[src/rtl/pio_fb_write_bridge_pkg.sv]
// Shared definitions for the PIO framebuffer write bridge: command modes,
// PIO flag bit positions, FSM state type and the broadcast channel index.
package pio_fb_pkg;

  // Command modes carried in pio_out_flags[2:1]
  localparam logic [1:0] MODE_SINGLE  = 2'b00;
  localparam logic [1:0] MODE_AUTOINC = 2'b01;
  localparam logic [1:0] MODE_FILL    = 2'b10;
  localparam logic [1:0] MODE_PTRLD   = 2'b11;

  // pio_out_flags fields (CPU -> bridge)
  localparam int REQ_BIT  = 0;
  localparam int MODE_LSB = 1;
  localparam int MODE_MSB = 2;
  localparam int CH_LSB   = 4;
  localparam int CH_MSB   = 7;

  // pio_in_flags fields (bridge -> CPU)
  localparam int ACK_BIT  = 0;
  localparam int BUSY_BIT = 1;
  localparam int ERR_BIT  = 2;

  // Channel index that addresses every panel when broadcast is built in
  localparam logic [3:0] BCAST_CH = 4'hF;

  typedef enum logic [1:0] {
    ST_IDLE  = 2'd0,
    ST_WRITE = 2'd1,
    ST_FILL  = 2'd2,
    ST_ACK   = 2'd3
  } pio_fb_state_e;

endpackage

[src/rtl/pio_fb_write_bridge_if.sv]
// Bus bundle between the CPU PIO exports / framebuffer ports and the bridge.
//
// Handshakes:
//   CPU side is a toggle req/ack pair. The CPU sets up pio_addr, pio_data and
//   the mode/channel fields, then flips pio_out_flags[0]. The bridge flips
//   pio_in_flags[0] once the command has finished; busy is high from command
//   detection until the bridge is back in IDLE. One command may be in flight.
//   Framebuffer side is valid/ready style: fb_we != 0 is "valid", !fb_wait is
//   "ready". A write transfers on a clock edge where both hold; while fb_wait
//   is high, fb_we/fb_addr/fb_data are held unchanged.
interface pio_fb_write_bridge_if #(
  parameter int ADDR_W = 12,
  parameter int DATA_W = 24,
  parameter int NUM_CH = 1
);
  logic [ADDR_W-1:0] pio_addr;
  logic [DATA_W-1:0] pio_data;
  logic [7:0]        pio_out_flags;
  logic [7:0]        pio_in_flags;
  logic [NUM_CH-1:0] fb_we;
  logic [ADDR_W-1:0] fb_addr;
  logic [DATA_W-1:0] fb_data;
  logic              fb_wait;

  // Bridge side
  modport slave (
    input  pio_addr, pio_data, pio_out_flags, fb_wait,
    output pio_in_flags, fb_we, fb_addr, fb_data
  );

  // CPU / framebuffer environment side
  modport master (
    output pio_addr, pio_data, pio_out_flags, fb_wait,
    input  pio_in_flags, fb_we, fb_addr, fb_data
  );
endinterface

[src/rtl/pio_fb_write_bridge_chsel.sv]
// Channel index to one-hot write-enable mask, flagging out-of-range indices.
// Optional macro PIO_FB_BROADCAST_EN: index 4'hF enables every channel.
module pio_fb_chsel
  import pio_fb_pkg::*;
#(
  parameter int NUM_CH = 1
) (
  input  logic [3:0]        ch,
  output logic [NUM_CH-1:0] mask,
  output logic              ch_err
);

  // Decode the channel; an out-of-range index yields an empty mask
  always_comb begin
    mask   = '0;
    ch_err = (32'(ch) >= 32'(NUM_CH));
    for (int i = 0; i < NUM_CH; i++) begin
      mask[i] = (32'(ch) == 32'(i));
    end
`ifdef PIO_FB_BROADCAST_EN
    if (ch == BCAST_CH) begin
      mask   = '1;
      ch_err = 1'b0;
    end
`else
    // Without broadcast the all-ones index is just another bad channel
    if (ch == BCAST_CH) begin
      mask   = '0;
      ch_err = 1'b1;
    end
`endif
  end

endmodule

[src/rtl/pio_fb_write_bridge.sv]
// CPU PIO to framebuffer write bridge: toggle req/ack command interface,
// per-panel channel select, auto-increment pointer, hardware fill and
// fb_wait backpressure. Optional macro: PIO_FB_BROADCAST_EN.
module pio_fb_write_bridge
  import pio_fb_pkg::*;
#(
  parameter int ADDR_W = 12,
  parameter int DATA_W = 24,
  parameter int NUM_CH = 1,
  parameter int DEPTH  = 4096
) (
  input  logic                 clk_clk,
  input  logic                 reset_reset,
  pio_fb_write_bridge_if.slave bus,
  output pio_fb_state_e        dbg_state
);

  localparam logic [ADDR_W-1:0] LAST_ADDR = ADDR_W'(DEPTH - 1);

  // Registered CPU inputs
  logic              req_reg;
  logic [1:0]        mode_reg;
  logic [3:0]        ch_reg;
  logic [ADDR_W-1:0] addr_reg;
  logic [DATA_W-1:0] data_reg;

  // Command capture
  logic              armed, req_last, cmd_pend;
  logic [1:0]        cmd_mode;
  logic [3:0]        cmd_ch;
  logic [ADDR_W-1:0] cmd_addr;
  logic [DATA_W-1:0] cmd_data;

  // Execution state
  pio_fb_state_e     state, state_nxt;
  logic [ADDR_W-1:0] ptr, fill_addr;
  logic              ack_q, err_q;
  logic [NUM_CH-1:0] ch_mask;
  logic              ch_err;
  logic              detect, dispatch, addr_oob, cmd_bad, enter_ack, wr_done, fill_step;
  logic              unused_rsvd;

  // Reserved flag bit is intentionally ignored
  assign unused_rsvd = bus.pio_out_flags[3];

  pio_fb_chsel #(.NUM_CH(NUM_CH)) u_chsel (
    .ch     (cmd_ch),
    .mask   (ch_mask),
    .ch_err (ch_err)
  );

  // A new toggle is only taken in IDLE, so a toggle arriving while busy waits
  assign detect    = armed && (state == ST_IDLE) && !cmd_pend && (req_reg != req_last);
  assign dispatch  = (state == ST_IDLE) && cmd_pend;
  assign addr_oob  = (32'(cmd_addr) >= 32'(DEPTH));
  assign cmd_bad   = ch_err || (addr_oob && ((cmd_mode == MODE_SINGLE) || (cmd_mode == MODE_FILL)));
  assign enter_ack = (state_nxt == ST_ACK) && (state != ST_ACK);
  assign wr_done   = (state == ST_WRITE) && !bus.fb_wait;
  assign fill_step = (state == ST_FILL) && !bus.fb_wait;
  assign dbg_state = state;

  // Register CPU inputs and capture a command on a req toggle
  always_ff @(posedge clk_clk or posedge reset_reset) begin
    if (reset_reset) begin
      req_reg  <= 1'b0;
      mode_reg <= '0;
      ch_reg   <= '0;
      addr_reg <= '0;
      data_reg <= '0;
      armed    <= 1'b0;
      req_last <= 1'b0;
      cmd_pend <= 1'b0;
      cmd_mode <= '0;
      cmd_ch   <= '0;
      cmd_addr <= '0;
      cmd_data <= '0;
    end else begin
      req_reg  <= bus.pio_out_flags[REQ_BIT];
      mode_reg <= bus.pio_out_flags[MODE_MSB:MODE_LSB];
      ch_reg   <= bus.pio_out_flags[CH_MSB:CH_LSB];
      addr_reg <= bus.pio_addr;
      data_reg <= bus.pio_data;
      if (!armed) begin
        // Adopt whatever req level survived reset so it is not seen as a toggle
        armed    <= 1'b1;
        req_last <= bus.pio_out_flags[REQ_BIT];
      end else if (detect) begin
        req_last <= req_reg;
        cmd_pend <= 1'b1;
        cmd_mode <= mode_reg;
        cmd_ch   <= ch_reg;
        cmd_addr <= addr_reg;
        cmd_data <= data_reg;
      end
      if (dispatch) begin
        cmd_pend <= 1'b0;
      end
    end
  end

  // State register
  always_ff @(posedge clk_clk or posedge reset_reset) begin
    if (reset_reset) state <= ST_IDLE;
    else             state <= state_nxt;
  end

  // Next-state: dispatch a pending command, finish writes/fill, then ack
  always_comb begin
    state_nxt = state;
    case (state)
      ST_IDLE: begin
        if (cmd_pend) begin
          if ((cmd_mode == MODE_PTRLD) || cmd_bad) state_nxt = ST_ACK;
          else if (cmd_mode == MODE_FILL)          state_nxt = ST_FILL;
          else                                     state_nxt = ST_WRITE;
        end
      end
      ST_WRITE: if (!bus.fb_wait) state_nxt = ST_ACK;
      ST_FILL:  if (!bus.fb_wait && (fill_addr == LAST_ADDR)) state_nxt = ST_ACK;
      ST_ACK:   state_nxt = ST_IDLE;
      default:  state_nxt = ST_IDLE;
    endcase
  end

  // Pointer, fill address, ack toggle and sticky error
  always_ff @(posedge clk_clk or posedge reset_reset) begin
    if (reset_reset) begin
      ptr       <= '0;
      fill_addr <= '0;
      ack_q     <= 1'b0;
      err_q     <= 1'b0;
    end else begin
      if (dispatch) begin
        fill_addr <= cmd_addr;
        if (cmd_mode == MODE_PTRLD) begin
          ptr   <= cmd_addr;
          err_q <= 1'b0;
        end else if (cmd_bad) begin
          err_q <= 1'b1;
        end
      end
      if (wr_done && (cmd_mode == MODE_AUTOINC)) begin
        ptr <= (ptr == LAST_ADDR) ? '0 : ptr + 1'b1;
      end
      if (fill_step && (fill_addr != LAST_ADDR)) begin
        fill_addr <= fill_addr + 1'b1;
      end
      if (enter_ack) begin
        ack_q <= ~ack_q;
      end
    end
  end

  // Outputs: write strobes only in WRITE/FILL, status flags from registers
  always_comb begin
    bus.fb_we   = '0;
    bus.fb_addr = cmd_addr;
    bus.fb_data = cmd_data;
    if (state == ST_WRITE) begin
      bus.fb_we = ch_mask;
      if (cmd_mode == MODE_AUTOINC) bus.fb_addr = ptr;
    end else if (state == ST_FILL) begin
      bus.fb_we   = ch_mask;
      bus.fb_addr = fill_addr;
    end
    bus.pio_in_flags           = '0;
    bus.pio_in_flags[ACK_BIT]  = ack_q;
    bus.pio_in_flags[BUSY_BIT] = cmd_pend || (state != ST_IDLE);
    bus.pio_in_flags[ERR_BIT]  = err_q;
  end

endmodule

[src/flat_wrapper.sv]
// flat-port wrapper written by rule: the top's interface ports become plain ports
module pio_fb_write_bridge_flat import pio_fb_pkg::*;
#(
  parameter int ADDR_W = 12,
  parameter int DATA_W = 24,
  parameter int NUM_CH = 1,
  parameter int DEPTH  = 4096
)
  (clk_clk, reset_reset, dbg_state, bus_pio_addr, bus_pio_data, bus_pio_out_flags, bus_fb_wait, bus_pio_in_flags, bus_fb_we, bus_fb_addr, bus_fb_data);
  pio_fb_write_bridge_if #(.ADDR_W(ADDR_W), .DATA_W(DATA_W), .NUM_CH(NUM_CH)) bus_i ();
  input  logic clk_clk;
  input  logic reset_reset;
  output pio_fb_state_e dbg_state;
  input wire logic [$bits(bus_i.pio_addr)-1:0] bus_pio_addr;
  input wire logic [$bits(bus_i.pio_data)-1:0] bus_pio_data;
  input wire logic [$bits(bus_i.pio_out_flags)-1:0] bus_pio_out_flags;
  input wire logic [$bits(bus_i.fb_wait)-1:0] bus_fb_wait;
  output wire logic [$bits(bus_i.pio_in_flags)-1:0] bus_pio_in_flags;
  output wire logic [$bits(bus_i.fb_we)-1:0] bus_fb_we;
  output wire logic [$bits(bus_i.fb_addr)-1:0] bus_fb_addr;
  output wire logic [$bits(bus_i.fb_data)-1:0] bus_fb_data;
  assign bus_i.pio_addr = bus_pio_addr;
  assign bus_i.pio_data = bus_pio_data;
  assign bus_i.pio_out_flags = bus_pio_out_flags;
  assign bus_i.fb_wait = bus_fb_wait;
  assign bus_pio_in_flags = bus_i.pio_in_flags;
  assign bus_fb_we = bus_i.fb_we;
  assign bus_fb_addr = bus_i.fb_addr;
  assign bus_fb_data = bus_i.fb_data;
  pio_fb_write_bridge #(.ADDR_W(ADDR_W), .DATA_W(DATA_W), .NUM_CH(NUM_CH), .DEPTH(DEPTH)) u_core (.clk_clk(clk_clk), .reset_reset(reset_reset), .bus(bus_i), .dbg_state(dbg_state));
endmodule
[config.mk]
export PLATFORM = sky130hd
export DESIGN_NAME = pio_fb_write_bridge_flat
export DESIGN_NICKNAME = d
export VERILOG_FILES = /design/src/rtl/pio_fb_write_bridge_pkg.sv /design/src/rtl/pio_fb_write_bridge_if.sv /design/src/rtl/pio_fb_write_bridge_chsel.sv /design/src/rtl/pio_fb_write_bridge.sv /design/src/flat_wrapper.sv
export SDC_FILE = /design/constraint.sdc
export NUM_CORES = 1
export LEC_CHECK = 0
export ABC_AREA = 1
export ABC_CLOCK_PERIOD_IN_PS = 4980
export BUFFER_PORTS_ARGS = -buffer_cell sky130_fd_sc_hd__buf_2
export CAP_MARGIN = 0
export CORE_MARGIN = 2
export CORE_UTILIZATION = 55
export DETAILED_ROUTE_END_ITERATION = 12
export GPL_TIMING_DRIVEN = 1
export MAX_ROUTING_LAYER = met4
export PLACE_DENSITY = 0.79
export SLEW_MARGIN = 20
export SYNTH_ARGS = -nofsm -noshare
export SYNTH_HDL_FRONTEND = slang
export SYNTH_SLANG_ARGS = --single-unit
[constraint.sdc]
create_clock -name clk_clk -period 4.98 [get_ports clk_clk]
set_input_delay 0.996 -clock clk_clk [delete_from_list [all_inputs] [get_ports clk_clk]]
set_output_delay 0.996 -clock clk_clk [all_outputs]
set_load 0.01 [all_outputs]
; ---- Yosys cells after proc, flatten, opt, wreduce, memory -nomap -nowiden
; Cells that the tools add are included.
; Widths: inputs -> output; s select.
[totals]
inputBits = 47
wordCells = 88
register_bits = 116
output_inout_bits = 47
[op_classes]
add_sub_neg = 2
n_reduce_logical = 27
order_cmp = 1
muxes = 26
n_eq_ne = 14
n_bitwise = 1
[ops]
columns = operator, count
row1 = $mux 12, 9
row2 = $add 12x1->12 const B, 2
row3 = $eq 12x12->1 const B, 2
row4 = $reduce_bool 2->1, 7
row5 = $ne 12x12->1 const B, 1
row6 = $mux 1, 11
row7 = $eq 2x2->1 const B, 5
row8 = $logic_and 1x1->1, 10
row9 = $mux 2, 5
row10 = $pmux 2 s4, 1
row11 = $reduce_and 2->1, 4
row12 = $eq 2x1->1 const B, 2
row13 = $eq 4x4->1 const B, 1
row14 = $ge 4x1->1 const B, 1
row15 = $logic_not 4->1, 1
row16 = $ne 2x2->1 const B, 2
row17 = $logic_not 1->1, 2
row18 = $logic_not 2->1, 1
row19 = $logic_or 1x1->1, 2
row20 = $ne 1x1->1, 1
row21 = $not 1->1, 1

; ---- Logic depth before layout (Yosys ltp)
; Gate-level depths: netlist of run 1.
[logic_depth]
ltp_word = 8
mapped_depth = 10
ltp_nobuf = 9

; ---- Modules after synthesis
; From an unflattened synthesis of run 1, not the netlist that was laid out.
[unflattened]
hier_cells = 559
hier_area_um2 = 5012.3
[modules_own_cells]
columns = module, n_inst, cells_per_inst, area_per_inst_um2, seq_area_each_um2
row1 = pio_fb_write_bridge, 1, 550, 4977.3, 2902.8
row2 = pio_fb_chsel, 1, 9, 35.0, 0.0

; ---- Worst setup path before layout of run 1
; OpenSTA, ideal clock, no wires.
[synth_path]
kind = register -> output
start = reg u_core.state[1] (netlist: u_core.dbg_state[1])
end = out bus_fb_addr[7]
slack_ns = 2.707
path_stages_with_launch = 6
arrival_ns = 1.277
required_ns = 3.984
path_buffers = 2
cell_sequence = dfrtp_1 -> buf_6 -> nor2_4 -> buf_2 -> o21ai_0 -> o221ai_1
[synth_between]
elab_chain_cells = 3
[synth_lines]
columns = element, line
row1 = "start, declared", pio_fb_write_bridge.sv:35  ; pio_fb_state_e state, state_nxt;
row2 = "start signal, assigned", pio_fb_write_bridge.sv:104  ; else state <= state_nxt;
row3 = $eq 2x2->1, pio_fb_write_bridge.sv:162  ; end else if (state == ST_FILL) begin
row4 = $mux 12, pio_fb_write_bridge.sv:162
row5 = $mux 12 (*), pio_fb_write_bridge.sv:159  ; if (state == ST_WRITE) begin
row6 = "end, declared", flat_wrapper.sv:20  ; output wire logic [$bits(bus_i.fb_addr)-1:0] bus_fb_addr;
; Every way passes the cells marked *; elsewhere a longest branch is shown, timed or not.

; ---- Worst setup path after layout of run 1
[layout_path]
start = reg u_core.cmd_mode[1]
end = out bus_fb_addr[7]
[layout_between]
elab_chain_cells = 3
[layout_lines]
columns = element, line
row1 = "start, declared", pio_fb_write_bridge.sv:29  ; logic [1:0] cmd_mode;
row2 = "start signal, assigned", pio_fb_write_bridge.sv:90  ; cmd_mode <= mode_reg;
row3 = $eq 2x1->1, pio_fb_write_bridge.sv:161  ; if (cmd_mode == MODE_AUTOINC) bus.fb_addr = ptr;
row4 = $mux 12, pio_fb_write_bridge.sv:161
row5 = $mux 12, pio_fb_write_bridge.sv:159
; Every way passes these cells.

==> results by group, run 1 <==
Setup path
  • CP max-delay cell: dfrtp_1
  • Worst-path cell chain: nor2_4 > inv_1 > o21ai_0 > o221ai_1 > buf_2
  • Critical Path RT: about 4 ns
  • Crit end category: output pin
  • Max Fanout on Critical Path: 19
  • Data arrival, critical path: about 2.2 ns
  • WS Path Type: register to output pin
  • Critical Path Source Type: register
  • CP peak stage delay: 0.43 ns

Place
  • Final RePlAce weighted congestion: 0.985
  • DPL Wire Length: 8.21 mm
  • Port Buffers: 87
  • Placed Cells: around 750

Pwr
  • Total power: between 4 and 5 mW
  • Flop pwr share: 0.369
  • Clock network power share: 0.293
  • Leakage: 3.06 nW
  • Net Sw Power: 1.68 mW
  • Pwr/cell area: around 670 mW/mm^2
  • Sw frac: 0.406
  • Combinational share of power: 0.338
  • Max VDD drop: 0.402 mV
  • Internal: ~2.5 mW

Clock network
  • Post-CTS setup buffers: 0
  • Reg clk slew, reported paths: 0.06 ns
  • Clk sink count: 116
  • CTS Buf Count: 17
  • PostCTS Resize Cnt: 0
  • Clock buffer depth: 2
  • Clk_lat worst skew: between 0.5 and 0.6 ns
  • Hold_buf cts: 0
  • H-tree depth: 4
  • CTS tree: built
  • Root buffer cell: clkbuf_8

Layout
  • Most frequent cells in the layout: nand2_1, dfrtp_1, buf_2
  • Most common cell after layout, fill and taps aside: nand2_1
  • Register area: 0.00290 sq mm
  • Finished Layout Cells: 783
  • Final #Nets: around 700
  • Multi-input logic area: between 0.0015 and 0.002 sq mm
  • Final Util: 0.674
  • Synthesis-to-layout area growth: 19.7%
  • Share of cells above drive strength 1: 0.225
  • Antenna fix cells: 0
  • Fillers: around 730

Route
  • Iteration-0 DRC Markers: about 270
  • Remaining antenna violation count: 0
  • Vias per cell: 5.47
  • Drt first pass iters: 5
  • DR WL/cell: around 16 um
  • DRC viols: 0
  • Via count: 4,283
  • Drt total wl: 12.6 mm

Synth
  • Netlist cell types: 38
  • Post-synthesis mux area share: 0
  • Main combinational cell family by area after synthesis: simple AND/OR/NAND/NOR gates
  • Synth Area in XOR/XNOR: 0.0170
  • Area contributors post-synth: dfrtp_1, nand2_1, o21ai_0
  • Post-synthesis sequential area ratio: 0.563
  • Area share of fa/ha/maj cells after synthesis: 0.00485
  • Avg Synthesized Cell Area: 9.03 sq um
  • Yosys top cell by area: dfrtp_1
  • Asr flop ratio synth: 1.00
  • Cells after synthesis: ~570
  • Yosys warning total: 0
  • Compound-Gate Fraction of Synth Area: 0.0971
  • Main flop type after synthesis: dfrtp_1
  • Simple-Gate Fraction of Synth Area: 0.244
  • Synth top area share: 0.563
  • EDFF count, synth: 0
  • #FFs+latches synth: 116
  • Syn Std Cell Area: 0.00515 sq mm

Global route
  • Initial antenna violation count: 0
  • First-pass GRT wire length: between 20 and 25 mm
  • Gr usage total: 0.272
  • Vias in the first global route: 4,344
  • Largest net degree at the start of global routing: between 70 and 80
  • Total gr overflow: 0

Timing
  • Fin. max-slew vios: 0
  • Hold Vio Cnt, Final: 0
  • Tcrit/Tclk final: 0.642
  • Max-Slew Margin vs Limit: 0.391
  • Final TNS setup: 0 ns
  • Slew @ Worst Pin: 0.913 ns
  • Clock period minus worst slack: roughly 3.2 ns
  • Max Clk Rate: 313 MHz
  • Setup violators final: 0
  • Worst Skew: 0.00895 ns
  • Unrepaired setup endpoints after global routing: false

Die
  • Starting Density: 0.563
  • Total die area: 0.0102 sq mm
  • Row Count: 35
  • # IOs: 94
  • Chip Height: between 100 and 150 um
  • Core Area: 0.00915 sq mm
  • Die width: between 100 and 150 um

Min path
  • Class of the worst hold path: register to register

Job
  • Maxcap violations: 0

Outcome
  • Status: finished, final reports clean
-- worst max-delay path: cells and delay by family (launching register included) --
family / cells / cell delay (ns)
flip-flops: 1 / 0.43
buffers and inverters: 2 / 0.43
AND/OR/NAND/NOR: 1 / 0.40
AO/OA/AOI/OAI: 2 / 0.41
-- power by group through the flow --
| stage | registers [mW] | clock network, mW | logic, mW |
|---|---|---|---|
| 2_1_floorplan | 1.50 | 0 | 0.943 |
| 3_3_place_gp | 1.52 | 0 | 1.32 |
| 3_5_place_dp | 1.53 | 0 | 1.37 |
| 4_1_cts | 1.52 | 1.22 | 1.40 |
| 5_1_grt | 1.56 | 1.27 | 1.56 |
| 6_report | 1.53 | 1.21 | 1.40 |
-- cell usage after synthesis (2+ instances only) --
library cell / instances
a21oi_1: 10
nor2_4: 6
inv_1: 47
conb_1: 2
inv_2: 3
xor2_1: 6
nand2_1: 192
dfrtp_1: 116
o21ai_1: 3
ha_1: 2
nor2_2: 5
nor2_1: 35
buf_2: 9
nand2_4: 3
o211ai_1: 8
o221ai_1: 12
buf_4: 9
nand4_1: 11
nand3_1: 24
buf_6: 4
nand3_2: 4
a22oi_2: 3
o21ai_0: 39
xnor2_1: 4
-- cell families after synthesis --
group                    count (synthesis)
buffers and inverters                   76
other                                    2
AND/OR/NAND/NOR                        285
adder cells (fa/ha/maj)                  2
flip-flops                             116
XOR/XNOR                                10
AO/OA/AOI/OAI                           80
-- final timing paths --
check                               startpoint                     end  slack [ns]  cells past startpoint
min reg2reg                 u_core.data_reg[0]   u_core.bus.fb_data[0]        0.44                      2
max reg2reg                u_core.dbg_state[1]  u_core.bus.fb_data[14]        2.66                      7
min in group asynchronous          reset_reset   u_core.bus.fb_data[1]        0.68                      2
min                         u_core.data_reg[0]   u_core.bus.fb_data[0]        0.44                      2
max in group asynchronous          reset_reset  u_core.bus.fb_data[19]        3.28                      3
max                         u_core.cmd_mode[1]          bus_fb_addr[7]        1.78                      5
-- stage by stage --
step / setup slack (ns) / hold WS [ns] / cell area, sq um
after floorplan: 0.912 / 0.425 / 5170
after global placement: 2.42 / 0.427 / 5590
after detailed placement: 2.40 / 0.432 / 5590
after CTS: 1.83 / 0.445 / 6170
after global routing: 1.70 / 0.462 / 6170
final: 1.78 / 0.444 / 6170
-- final cells by class --
type | instances | area share
Clock inverter | 15 | 0.0280
Tap cell | 111 | 0.0225
Inverter | 52 | 0.0326
Multi-Input combinational cell | 383 | 0.307
Sequential cell | 116 | 0.470
Clock buffer | 17 | 0.0671
Timing Repair Buffer | 89 | 0.0730
-- layer usage --
layer	vias to the layer above	wire, um	GRT usage
met2	217	6100	0.430
li1	2014	-	-
met4	0	338	0.107
met1	2018	5280	0.335
met3	34	906	0.0728
met5	-	0	-
(Power assumes the default switching activity.)
==> run 2: changes to the inputs <==
Settings changed: ABC_AREA 1 to 0, ABC_CLOCK_PERIOD_IN_PS 4980 to 3100.
Clock period 4.98 ns to 3.1 ns, I/O delays scaled along.
==> results by group, run 2 <==
Die
  • Starting Density: 0.563 (about the same)
  • Row Count: 34 (-2.9%)
  • Core Area: 0.00864 sq mm (-5.6%)
  • Total die area: 0.00961 sq mm (-5.5%)
  • Die width: 98.0 um (-2.8%)
  • Chip Height: 98.0 um (-2.8%)
  • # IOs: 94 (unchanged)

Setup path
  • Worst-path cell chain: nand2_1 > nor2_1 > a211oi_1 > a21oi_1 > buf_2
  • CP peak stage delay: 0.53 ns (+0.10 ns)
  • WS Path Type: register to output pin
  • Crit end category: output pin
  • Critical Path Source Type: register
  • Reg2Reg Setup Slack: 0.80 ns (-1.86 ns)
  • Data arrival, critical path: 2.18 ns (-0.02 ns)
  • Max Fanout on Critical Path: 9 (-10)
  • Worst reg2reg path depth: 6 (-1)
  • CP max-delay cell: nor2_1
  • Critical Path RT: 2.48 ns (-1.50 ns)

Synth
  • Synth top area share: 0.597 (+0.0339)
  • Leading cell type by number of instances after synthesis: dfrtp_1
  • Yosys warning total: 0 (unchanged)
  • Top cells by count, synth: dfrtp_1, mux2_2, nor2_1
  • Syn Std Cell Area: 0.00486 sq mm (-5.7%)
  • Netlist cell types: 52 (+37%)
  • EDFF count, synth: 0 (unchanged)
  • Area contributors post-synth: dfrtp_1, mux2_2, mux2i_1
  • Avg Synthesized Cell Area: 12.3 sq um (+36%)
  • Post-synthesis sequential area ratio: 0.597 (+0.0339)
  • Cells after synthesis: 396 (-31%)
  • Yosys top cell by area: dfrtp_1
  • Asr flop ratio synth: 1.00 (unchanged)
  • #FFs+latches synth: 116 (unchanged)
  • Main flop type after synthesis: dfrtp_1

Pwr
  • Pwr/cell area: 1070 mW/mm^2 (+60%)
  • Max VDD drop: 0.602 mV (+50%)
  • Sw frac: 0.350 (-0.0561)
  • Clock network power share: 0.304 (+0.011)
  • Leakage: 2.71 nW (-12%)
  • Combinational share of power: 0.307 (-0.031)
  • Flop pwr share: 0.389 (+0.020)
  • Internal: 4.19 mW (+70%)
  • Net Sw Power: 2.25 mW (+34%)

Clock network
  • Clock buffer depth: 2 (unchanged)
  • Reg clk slew, reported paths: 0.06 ns (about the same)
  • Clk_lat worst skew: 0.51 ns (about the same)
  • Root buffer cell: clkbuf_8
  • H-tree depth: 4 (unchanged)
  • Clk sink count: 116 (unchanged)
  • CTS Buf Count: 17 (unchanged)
  • Hold_buf cts: 0 (unchanged)
  • CTS tree: built

Timing
  • Final TNS setup: 0 ns (unchanged)
  • Slew @ Worst Pin: 0.766 ns (-0.147 ns)
  • Setup violators final: 0 (unchanged)
  • Tcrit/Tclk final: 0.903
  • Worst Skew: 0.00765 ns (-0.00130 ns)
  • Hold Vio Cnt, Final: 0 (unchanged)
  • Max Clk Rate: 357 MHz
  • Unrepaired setup endpoints after global routing: false
  • Clock period minus worst slack: 2.80 ns
  • Fin. max-slew vios: 0 (unchanged)
  • Max-Slew Margin vs Limit: 0.488 (+0.0972)

Job
  • Maxcap violations: 0 (unchanged)

Min path
  • Hold Crit Depth: 1 (-1)
  • Class of the worst hold path: input port to register

Global route
  • First-pass GRT wire length: 18.0 mm (-12%)
  • Gr usage total: 0.246 (-0.0263)
  • Initial antenna violation count: 0 (unchanged)
  • Vias in the first global route: 3,585 (-17%)
  • Largest net degree at the start of global routing: 79 (+2.6%)
  • Total gr overflow: 0 (unchanged)

Route
  • Remaining antenna violation count: 0 (unchanged)
  • Iteration-0 DRC Markers: 161 (-40%)
  • Vias per cell: 5.74 (+5.0%)
  • DR WL/cell: 17.5 um (+8.8%)
  • Drt first pass iters: 4 (-1)
  • Drt total wl: 10.8 mm (-15%)
  • DRC viols: 0 (unchanged)
  • Via count: 3,520 (-18%)

Layout
  • Finished Layout Cells: 613 (-22%)
  • Antenna fix cells: 0 (unchanged)
  • Final #Nets: 541 (-24%)
  • Most common cell after layout, fill and taps aside: dfrtp_1
  • Most frequent cells in the layout: dfrtp_1, buf_2, mux2_2
  • Share of cells above drive strength 1: 0.356 (+0.132)
  • Synthesis-to-layout area growth: 23.6%

Place
  • Placed Cells: 579 (-23%)
  • DPL Wire Length: 7.09 mm (-14%)
  • Final RePlAce weighted congestion: 0.872 (-11%)
  • Port Buffers: 87 (unchanged)

Outcome
  • Status: finished, final reports clean
run 2: layer usage:
layer / routed length, um / track usage / part of all wire
met5: 0 / - / 0
met4: 195 / 0.0876 / 0.018
met3: 627 / 0.0680 / 0.058
met2: 5130 / 0.370 / 0.48
met1: 4800 / 0.324 / 0.45
run 2: critical path: cells and delay by family, from the launching register on:
kind / cells / cell delay [ns]
compound gates: 2 / 0.40
buf+inv: 1 / 0.18
simple gates: 2 / 0.62
flops: 1 / 0.48
run 2: kinds of logic after synthesis:
group / count (synthesis) / share of synthesized area
simple gates: 102 / 0.111
buf+inv: 29 / 0.0306
other cells: 2 / 0.00154
flops: 116 / 0.597
fa+ha+maj: 2 / 0.00515
xor+xnor: 2 / 0.00360
compound gates: 88 / 0.127
mux: 55 / 0.124
run 2: stage by stage:
stage	power, mW	instance area, sq um	setup slack (ns)	hold slack, ns	utilization
5_1_grt	6.80	6010	0.0772	0.189	0.696
3_5_place_dp	4.46	5400	0.685	0.463	0.625
4_1_cts	6.45	5990	0.150	0.198	0.694
3_3_place_gp	4.38	5400	0.721	0.456	0.625
6_report	6.43	6010	0.300	0.210	0.696
2_1_floorplan	3.73	4880	1.07	0.439	-
run 2: repair_timing:
item | CTS | global route
gates resized for setup | 0 | 0
setup buffers | 0 | 2
setup endpoints to repair | 0 | 7
run 2: path summary, 6_finish.rpt:
| check | from | endpoint |
|---|---|---|
| worst min register to register | u_core.addr_reg[5] | u_core.cmd_addr[5] |
| max in group asynchronous | reset_reset | u_core.fill_addr[8] |
| min in group asynchronous | reset_reset | u_core.data_reg[23] |
| worst min-delay path | bus_pio_data[15] | u_core.data_reg[15] |
| worst max register to register | u_core.dbg_state[1] | u_core.fill_addr[2] |
| worst max-delay path | u_core.dbg_state[0] | bus_fb_addr[1] |
run 2: area by class of cell:
cell class	count	area, sq um
clock buffer	18	418
clock inverter	14	176
fill	641	2630
inverter	5	22.5
multi-input combinational	255	1830
sequential	116	2900
tap	108	135
timing repair buffer	97	523
run 2: power groups by stage:
stage                     combinational (mW)  clock (mW)  sequential, mW
final                                   1.97        1.96            2.50
after global routing                    2.18        2.05            2.58
after CTS                               1.98        1.98            2.50
after detailed placement                1.95           0            2.51
after global placement                  1.90           0            2.48
after floorplan                         1.32           0            2.42
